## src/rtl/fir_seq_mac_pkg.sv

```systemverilog
// Shared definitions for the sequential FIR MAC: FSM encodings, the MAC side-band
// struct and the default 5-tap coefficient set.
package fir_seq_mac_pkg;

  localparam logic [1:0] ST_IDLE  = 2'd0;
  localparam logic [1:0] ST_FETCH = 2'd1;
  localparam logic [1:0] ST_FLUSH = 2'd2;
  localparam logic [1:0] ST_WRITE = 2'd3;

  // h[0] sits in the LSBs: {h4,h3,h2,h1,h0} = {1,2,3,2,1}
  localparam logic [39:0] COEF_INIT_5X8 = 40'h01_02_03_02_01;

  typedef struct packed {
    logic vld;
    logic pad;
    logic first;
  } mac_ctl_t;

  function automatic int idx_w(input int n);
    return (n > 1) ? $clog2(n) : 1;
  endfunction

endpackage

```

## src/rtl/fir_seq_mac_if.sv

```systemverilog
// Control, coefficient-load and dual-port memory signals of the sequential FIR MAC.
interface fir_seq_mac_if #(
  parameter int AW  = 10,
  parameter int DW  = 8,
  parameter int CW  = 8,
  parameter int CAW = 3
);
  logic          start;
  logic [AW-1:0] input_addr;
  logic [AW-1:0] output_addr;
  logic [AW-1:0] sample_count;
  logic [4:0]    out_shift;
  logic          busy;
  logic          done;
  logic          coef_we;
  logic [CAW-1:0] coef_addr;
  logic [CW-1:0] coef_data;
  logic [AW-1:0] mem_addr_a;
  logic [DW-1:0] mem_data_out_a;
  logic [AW-1:0] mem_addr_b;
  logic [DW-1:0] mem_data_in_b;
  logic          mem_we_b;

  modport slave (
    input  start, input_addr, output_addr, sample_count, out_shift,
    input  coef_we, coef_addr, coef_data, mem_data_out_a,
    output busy, done, mem_addr_a, mem_addr_b, mem_data_in_b, mem_we_b
  );

  modport master (
    output start, input_addr, output_addr, sample_count, out_shift,
    output coef_we, coef_addr, coef_data, mem_data_out_a,
    input  busy, done, mem_addr_a, mem_addr_b, mem_data_in_b, mem_we_b
  );
endinterface

```

## src/rtl/fir_seq_mac_round_sat.sv

```systemverilog
// Arithmetic right shift with round-half-up, then clamp to the signed DW output range.
module fir_round_sat #(
  parameter int ACCW = 19,
  parameter int DW   = 8
) (
  input  logic signed [ACCW-1:0] acc_i,
  input  logic        [4:0]      shift_i,
  output logic signed [DW-1:0]   y_o
);
  // 32 guard bits keep the rounding constant exact even for shifts beyond ACCW
  localparam int EW = ACCW + 32;
  localparam logic signed [EW-1:0] SMAX = {{(EW-DW+1){1'b0}}, {(DW-1){1'b1}}};
  localparam logic signed [EW-1:0] SMIN = {{(EW-DW+1){1'b1}}, {(DW-1){1'b0}}};

  function automatic logic signed [DW-1:0] round_sat(input logic signed [ACCW-1:0] a,
                                                     input logic [4:0] s);
    logic signed [EW-1:0] one;
    logic signed [EW-1:0] ext;
    logic signed [EW-1:0] rnd;
    logic signed [EW-1:0] shf;
    logic signed [DW-1:0] res;
    one = {{(EW-1){1'b0}}, 1'b1};
    ext = {{32{a[ACCW-1]}}, a};
    rnd = (s == 5'd0) ? '0 : (one <<< (s - 5'd1));
    shf = (ext + rnd) >>> s;
    if (shf > SMAX)      res = SMAX[DW-1:0];
    else if (shf < SMIN) res = SMIN[DW-1:0];
    else                 res = shf[DW-1:0];
    return res;
  endfunction

  assign y_o = round_sat(acc_i, shift_i);
endmodule

```

## src/rtl/fir_seq_mac.sv

```systemverilog
// Coefficient-programmable FIR over a sample block in shared memory, using one
// time-shared MAC fed one tap per cycle; results are rounded, saturated and written back.
module fir_seq_mac
  import fir_seq_mac_pkg::*;
#(
  parameter int NTAPS = 5,
  parameter int DW    = 8,
  parameter int CW    = 8,
  parameter int AW    = 10,
  parameter logic [NTAPS*CW-1:0] COEF_INIT = COEF_INIT_5X8
) (
  input logic         clk,
  input logic         rst_n,
  fir_seq_mac_if.slave bus
);
  localparam int ACCW = DW + CW + $clog2(NTAPS);
  localparam int CAW  = idx_w(NTAPS);

  logic [1:0]            state_q, state_d;
  logic                  busy_q, busy_d;
  logic                  done_q, done_d;
  logic [AW-1:0]         in_base_q, in_base_d;
  logic [AW-1:0]         out_base_q, out_base_d;
  logic [AW-1:0]         cnt_q, cnt_d;
  logic [4:0]            shift_q, shift_d;
  logic [AW-1:0]         n_q, n_d;
  logic [CAW-1:0]        k_q, k_d;
  mac_ctl_t              ctl_p1_q, ctl_p1_d;
  logic [CAW-1:0]        tap_p1_q, tap_p1_d;
  logic signed [ACCW-1:0] acc_q, acc_d;
  logic signed [CW-1:0]  coef_q [NTAPS];
  logic signed [CW-1:0]  coef_d [NTAPS];

  logic                    pad_now;
  logic signed [DW-1:0]    x_p1;
  logic signed [DW+CW-1:0] prod_p1;
  logic signed [DW-1:0]    y_rs;

  assign pad_now = (32'(k_q) > 32'(n_q));
  assign x_p1    = signed'(bus.mem_data_out_a);
  assign prod_p1 = x_p1 * coef_q[tap_p1_q];

  always_comb begin
    state_d    = state_q;
    busy_d     = busy_q;
    done_d     = done_q;
    in_base_d  = in_base_q;
    out_base_d = out_base_q;
    cnt_d      = cnt_q;
    shift_d    = shift_q;
    n_d        = n_q;
    k_d        = k_q;
    ctl_p1_d   = '0;
    tap_p1_d   = tap_p1_q;
    acc_d      = acc_q;
    coef_d     = coef_q;

    // Coefficient loads land on the same edge as a start, so a new run sees them
    if ((state_q == ST_IDLE) && bus.coef_we && (32'(bus.coef_addr) < 32'(NTAPS)))
      coef_d[bus.coef_addr] = bus.coef_data;

    case (state_q)
      ST_IDLE: begin
        if (bus.start) begin
          in_base_d  = bus.input_addr;
          out_base_d = bus.output_addr;
          cnt_d      = bus.sample_count;
          shift_d    = bus.out_shift;
          n_d        = '0;
          k_d        = '0;
          if (bus.sample_count == '0) begin
            done_d = 1'b1;
          end else begin
            done_d  = 1'b0;
            busy_d  = 1'b1;
            state_d = ST_FETCH;
          end
        end
      end
      ST_FETCH: begin
        ctl_p1_d.vld   = 1'b1;
        ctl_p1_d.pad   = pad_now;
        ctl_p1_d.first = (k_q == '0);
        tap_p1_d       = k_q;
        if (k_q == CAW'(NTAPS-1)) begin
          k_d     = '0;
          state_d = ST_FLUSH;
        end else begin
          k_d = k_q + CAW'(1);
        end
      end
      ST_FLUSH: state_d = ST_WRITE;
      default: begin
        if (n_q + AW'(1) == cnt_q) begin
          busy_d  = 1'b0;
          done_d  = 1'b1;
          state_d = ST_IDLE;
        end else begin
          n_d     = n_q + AW'(1);
          state_d = ST_FETCH;
        end
      end
    endcase

    // Stage p1: read data for the tap issued last cycle meets its coefficient
    if (ctl_p1_q.vld)
      acc_d = (ctl_p1_q.first ? '0 : acc_q) + (ctl_p1_q.pad ? '0 : ACCW'(prod_p1));
  end

  always_ff @(posedge clk or negedge rst_n) begin
    if (!rst_n) begin
      state_q    <= ST_IDLE;
      busy_q     <= 1'b0;
      done_q     <= 1'b0;
      in_base_q  <= '0;
      out_base_q <= '0;
      cnt_q      <= '0;
      shift_q    <= '0;
      n_q        <= '0;
      k_q        <= '0;
      ctl_p1_q   <= '0;
      tap_p1_q   <= '0;
      acc_q      <= '0;
      for (int i = 0; i < NTAPS; i++) coef_q[i] <= COEF_INIT[i*CW +: CW];
    end else begin
      state_q    <= state_d;
      busy_q     <= busy_d;
      done_q     <= done_d;
      in_base_q  <= in_base_d;
      out_base_q <= out_base_d;
      cnt_q      <= cnt_d;
      shift_q    <= shift_d;
      n_q        <= n_d;
      k_q        <= k_d;
      ctl_p1_q   <= ctl_p1_d;
      tap_p1_q   <= tap_p1_d;
      acc_q      <= acc_d;
      coef_q     <= coef_d;
    end
  end

  fir_round_sat #(.ACCW(ACCW), .DW(DW)) u_round_sat (
    .acc_i   (acc_q),
    .shift_i (shift_q),
    .y_o     (y_rs)
  );

  // Padded taps still issue a read, parked at the block base
  assign bus.mem_addr_a    = (state_q == ST_FETCH) ?
                             (pad_now ? in_base_q : in_base_q + n_q - AW'(k_q)) : '0;
  assign bus.mem_addr_b    = (state_q == ST_WRITE) ? out_base_q + n_q : '0;
  assign bus.mem_data_in_b = (state_q == ST_WRITE) ? y_rs : '0;
  assign bus.mem_we_b      = (state_q == ST_WRITE);
  assign bus.busy          = busy_q;
  assign bus.done          = done_q;
endmodule

```

## src/flat_wrapper.sv

```systemverilog
// flat-port wrapper written by rule: the top's interface ports become plain ports
module fir_seq_mac_flat import fir_seq_mac_pkg::*;
#(
  parameter int NTAPS = 5,
  parameter int DW    = 8,
  parameter int CW    = 8,
  parameter int AW    = 10,
  parameter logic [NTAPS*CW-1:0] COEF_INIT = COEF_INIT_5X8
)
  (clk, rst_n, bus_start, bus_input_addr, bus_output_addr, bus_sample_count, bus_out_shift, bus_coef_we, bus_coef_addr, bus_coef_data, bus_mem_data_out_a, bus_busy, bus_done, bus_mem_addr_a, bus_mem_addr_b, bus_mem_data_in_b, bus_mem_we_b);
  fir_seq_mac_if #(.AW(AW), .DW(DW), .CW(CW), .CAW(3)) bus_i ();
  input logic clk;
  input logic rst_n;
  input wire logic [$bits(bus_i.start)-1:0] bus_start;
  input wire logic [$bits(bus_i.input_addr)-1:0] bus_input_addr;
  input wire logic [$bits(bus_i.output_addr)-1:0] bus_output_addr;
  input wire logic [$bits(bus_i.sample_count)-1:0] bus_sample_count;
  input wire logic [$bits(bus_i.out_shift)-1:0] bus_out_shift;
  input wire logic [$bits(bus_i.coef_we)-1:0] bus_coef_we;
  input wire logic [$bits(bus_i.coef_addr)-1:0] bus_coef_addr;
  input wire logic [$bits(bus_i.coef_data)-1:0] bus_coef_data;
  input wire logic [$bits(bus_i.mem_data_out_a)-1:0] bus_mem_data_out_a;
  output wire logic [$bits(bus_i.busy)-1:0] bus_busy;
  output wire logic [$bits(bus_i.done)-1:0] bus_done;
  output wire logic [$bits(bus_i.mem_addr_a)-1:0] bus_mem_addr_a;
  output wire logic [$bits(bus_i.mem_addr_b)-1:0] bus_mem_addr_b;
  output wire logic [$bits(bus_i.mem_data_in_b)-1:0] bus_mem_data_in_b;
  output wire logic [$bits(bus_i.mem_we_b)-1:0] bus_mem_we_b;
  assign bus_i.start = bus_start;
  assign bus_i.input_addr = bus_input_addr;
  assign bus_i.output_addr = bus_output_addr;
  assign bus_i.sample_count = bus_sample_count;
  assign bus_i.out_shift = bus_out_shift;
  assign bus_i.coef_we = bus_coef_we;
  assign bus_i.coef_addr = bus_coef_addr;
  assign bus_i.coef_data = bus_coef_data;
  assign bus_i.mem_data_out_a = bus_mem_data_out_a;
  assign bus_busy = bus_i.busy;
  assign bus_done = bus_i.done;
  assign bus_mem_addr_a = bus_i.mem_addr_a;
  assign bus_mem_addr_b = bus_i.mem_addr_b;
  assign bus_mem_data_in_b = bus_i.mem_data_in_b;
  assign bus_mem_we_b = bus_i.mem_we_b;
  fir_seq_mac #(.NTAPS(NTAPS), .DW(DW), .CW(CW), .AW(AW), .COEF_INIT(COEF_INIT)) u_core (.clk(clk), .rst_n(rst_n), .bus(bus_i));
endmodule
```

## config.mk

```make
export PLATFORM = sky130hd
export DESIGN_NAME = fir_seq_mac_flat
export DESIGN_NICKNAME = d
export VERILOG_FILES = /design/src/rtl/fir_seq_mac_pkg.sv /design/src/rtl/fir_seq_mac_if.sv /design/src/rtl/fir_seq_mac_round_sat.sv /design/src/rtl/fir_seq_mac.sv /design/src/flat_wrapper.sv
export SDC_FILE = /design/constraint.sdc
export NUM_CORES = 1
export LEC_CHECK = 0
export BUFFER_PORTS_ARGS = -buffer_cell sky130_fd_sc_hd__buf_2
export CORE_MARGIN = 8
export CORE_UTILIZATION = 30
export DETAILED_ROUTE_END_ITERATION = 6
export SETUP_SLACK_MARGIN = 0.05
export SYNTH_ARGS = -nofsm -noshare
export SYNTH_HDL_FRONTEND = slang
export SYNTH_HIERARCHICAL = 1
export SYNTH_SLANG_ARGS = --single-unit
```

## constraint.sdc

```tcl
create_clock -name clk -period 9.2 [get_ports clk]
set_clock_uncertainty 0.2 [all_clocks]
set_input_delay 1.38 -clock clk [delete_from_list [all_inputs] [get_ports clk]]
set_output_delay 1.38 -clock clk [all_outputs]
set_load 0.01 [all_outputs]
```

==> impl_metrics.env <==
export IMPL_wl_met1_um=24900
export IMPL_path_class="reg -> out"
export IMPL_finalCritPeriodShare_pct=94.9
export IMPL_wl_um=58900
export IMPL_io_buffers=88
export IMPL_ys_ff_latch=117
export IMPL_start_kind="flip-flop"
export IMPL_drtPass1Iterations=7
export IMPL_min_period_ps=8730
export IMPL_initial_utilization_pct=30.3
export IMPL_drc=0
export IMPL_yosysSeqAreaShare_pct=17.5
export IMPL_vias_per_cell=5.77
export IMPL_fp_dieArea_um2=63600
export IMPL_worst_path_max_fanout=14
export IMPL_syn_inst=2069
export IMPL_top_layer_used="met5"
export IMPL_cts_root_buf="clkbuf_16"
export IMPL_ys_top_cells_by_area="dfrtp_1 17%, ha_1 8.6%, fa_1 7.3%"
export IMPL_crit_path_end_kind="output port"
export IMPL_cts_sinks=117
export IMPL_critPathArrivalTime_ps=7150
export IMPL_synth_most_common_cell="nor2_1"
export IMPL_routabilityCongestion=1.01
export IMPL_setup_viol=0
export IMPL_clk_path_buf_depth=2
export IMPL_clk_pin_slew_ps=60
export IMPL_final_max_slew_viol_count=0
export IMPL_core_area_um2=55200
export IMPL_final_fill_count=5799
export IMPL_nNetsFinal=2351
export IMPL_grt_remaining_overflow=0
export IMPL_vias=16600
export IMPL_die_h_um=252
export IMPL_synth_nets=2303
export IMPL_dr_first_iter_drc_count=1859
export IMPL_synth_async_reset_ratio_pct=100
export IMPL_fmax_mhz=115
export IMPL_wl_met2_um=27100
export IMPL_yosys_warnings=6
export IMPL_whs_path_depth=1
export IMPL_die_width_um=252
export IMPL_grt_max_degree=62
export IMPL_place_hpwl_um=46600
export IMPL_htree_levels=4
export IMPL_synth_edf_count=0
export IMPL_antenna_found_initial=1
export IMPL_grtUsageTotal_pct=18.0
export IMPL_status="finished, final reports clean"
export IMPL_dr_wl_met3_um=4330
export IMPL_row_count=86
export IMPL_synth_area_um2=16700
export IMPL_ios=89
export IMPL_synthDistinctLibCells=107
export IMPL_hold_viol=0
export IMPL_tightest_slew_ps=981
export IMPL_cts_hold_buf=0
export IMPL_maxCapViolCount=0
export IMPL_cts_made_buffers=17
export IMPL_netlist_top_cells_count="195 x nor2_1, 178 x nand2_1, 150 x inv_1, 127 x a21oi_1, 115 x ha_1"
export IMPL_worstSkewPairLatency_ps=410
export IMPL_slew_limit_headroom_pct=34.6
export IMPL_cts_tree="yes"
export IMPL_avgRoutedWirePerCell_um=20.4
export IMPL_drive_gt1_share_pct=16.3
export IMPL_yosys_area_top_type="dfrtp_1"
export IMPL_ys_flop_type="dfrtp_1"
export IMPL_detail_route_antenna_nets=0
export IMPL_diodes=0
export IMPL_grt_pass1_vias=16600
export IMPL_setup_tns_ps=0
export IMPL_hp_class="reg -> reg"
export IMPL_rsz0062_at_grt="false"
export IMPL_regArea_um2=2940
export IMPL_r2r_cells=25
export IMPL_netlist_area_leader_share_pct=16.6
export IMPL_area_growth_pct=11.2
export IMPL_multi_input_area_um2=12800
export IMPL_grt_pass1_wl_um=92700
export IMPL_worstPathRequired_ps=7620
export IMPL_post_cts_buffers=0
export IMPL_syn_area_per_cell_um2=8.09
export IMPL_ctsResizeCount=0
## worst paths after layout
kind	to	slack, ps	startpoint
min in group asynchronous	u_core/coef_q[13]	820	rst_n
worst max-delay path	bus_mem_data_in_b[4]	470	u_core/shift_q[2]
worst max register to register	u_core/acc_q[18]	820	u_core/tap_p1_q[0]
worst min-delay path	u_core/coef_q[15]	300	u_core/coef_q[15]
max in group asynchronous	u_core/shift_q[2]	6470	rst_n
worst min register to register	u_core/coef_q[15]	300	u_core/coef_q[15]
## logic make-up after synthesis
group                      count (synthesis)  synth area share, %
DFF                                      117                 17.5
adders and majority gates                176                 15.9
other                                      2               0.0448
muxes                                    151                 10.7
xor gates and xnor gates                  84                 4.44
and+or+nand+nor                          690                 20.3
AOI/OAI and AO/OA                        588                 24.8
buffers and inverters                    261                 6.25
## critical path: stages, from the launching register on
cell	delay, ps
dfrtp_2	440
inv_1	100
buf_4	240
nand2_1	290
nor2_1	310
nand2_1	180
fa_1	460
nor2b_1	200
o2111ai_2	240
a2111oi_1	560
a211oi_2	160
a211oi_2	510
xor2_1	210
o2111ai_1	600
mux2i_1	350
a32o_1	310
a21oi_1	250
nand4b_1	160
or4_4	570
o21ai_4	200
o21ai_1	90
and2_1	160
buf_2	140
## metrics by stage
step                      worst slack, ps  area [µm²]  hold slack, ps  util, %  cells
final                                 473       18600             301     33.7   2878
after floorplan                      1450       16700             274        -   2069
after CTS                             582       18600             303     33.7   2878
after global placement                886       18000             283     32.7   2846
after global routing                  206       18600             312     33.7   2878
after detailed placement              797       18000             289     32.7   2846
## cell type report
class | instances | area share (%)
Tap cell | 748 | 5.02
Timing Repair Buffer | 138 | 4.39
Clock buffer | 18 | 2.30
Clock inverter | 14 | 0.907
Inverter | 152 | 3.06
Multi-Input combinational cell | 1691 | 68.5
Sequential cell | 117 | 15.8
## flip-flops by register name, indices dropped and copies added, names as in the netlist, 5 cells and up
signal,flops
u_core/coef_q,40
u_core/acc_q,19
u_core/cnt_q,10
u_core/in_base_q,10
u_core/n_q,10
u_core/out_base_q,10
u_core/shift_q,5
## layer usage
| metal | up-vias | track usage (%) |
|---|---|---|
| met4 | 2 | 7.55 |
| met2 | 730 | 29.7 |
| met5 | - | 0 |
| li1 | 7617 | - |
| met1 | 8093 | 23.1 |
| met3 | 177 | 2.92 |
## layout by cell type (no fill, tap or decap), types with 21 or more instances in the layout
cell	synthesis	routed
mux2i_1	39	39
xor2_1	29	29
fa_1	61	61
mux2_2	99	99
o211ai_1	40	40
o21ai_0	89	89
nor2_1	195	195
nor3_1	34	34
xnor2_1	54	54
buf_4	1	51
dfrtp_1	111	108
and2_1	72	72
nor2b_1	38	38
inv_1	150	150
ha_1	115	115
nand3_1	40	40
o21a_1	21	21
a211oi_1	31	31
a21o_1	28	28
buf_2	20	87
nand4_1	21	21
nand2_1	178	178
a21oi_1	127	127
Power is left out: the tool's default activity adds up to more than one toggle a clock period on the data nets, which glitch-free logic cannot reach.
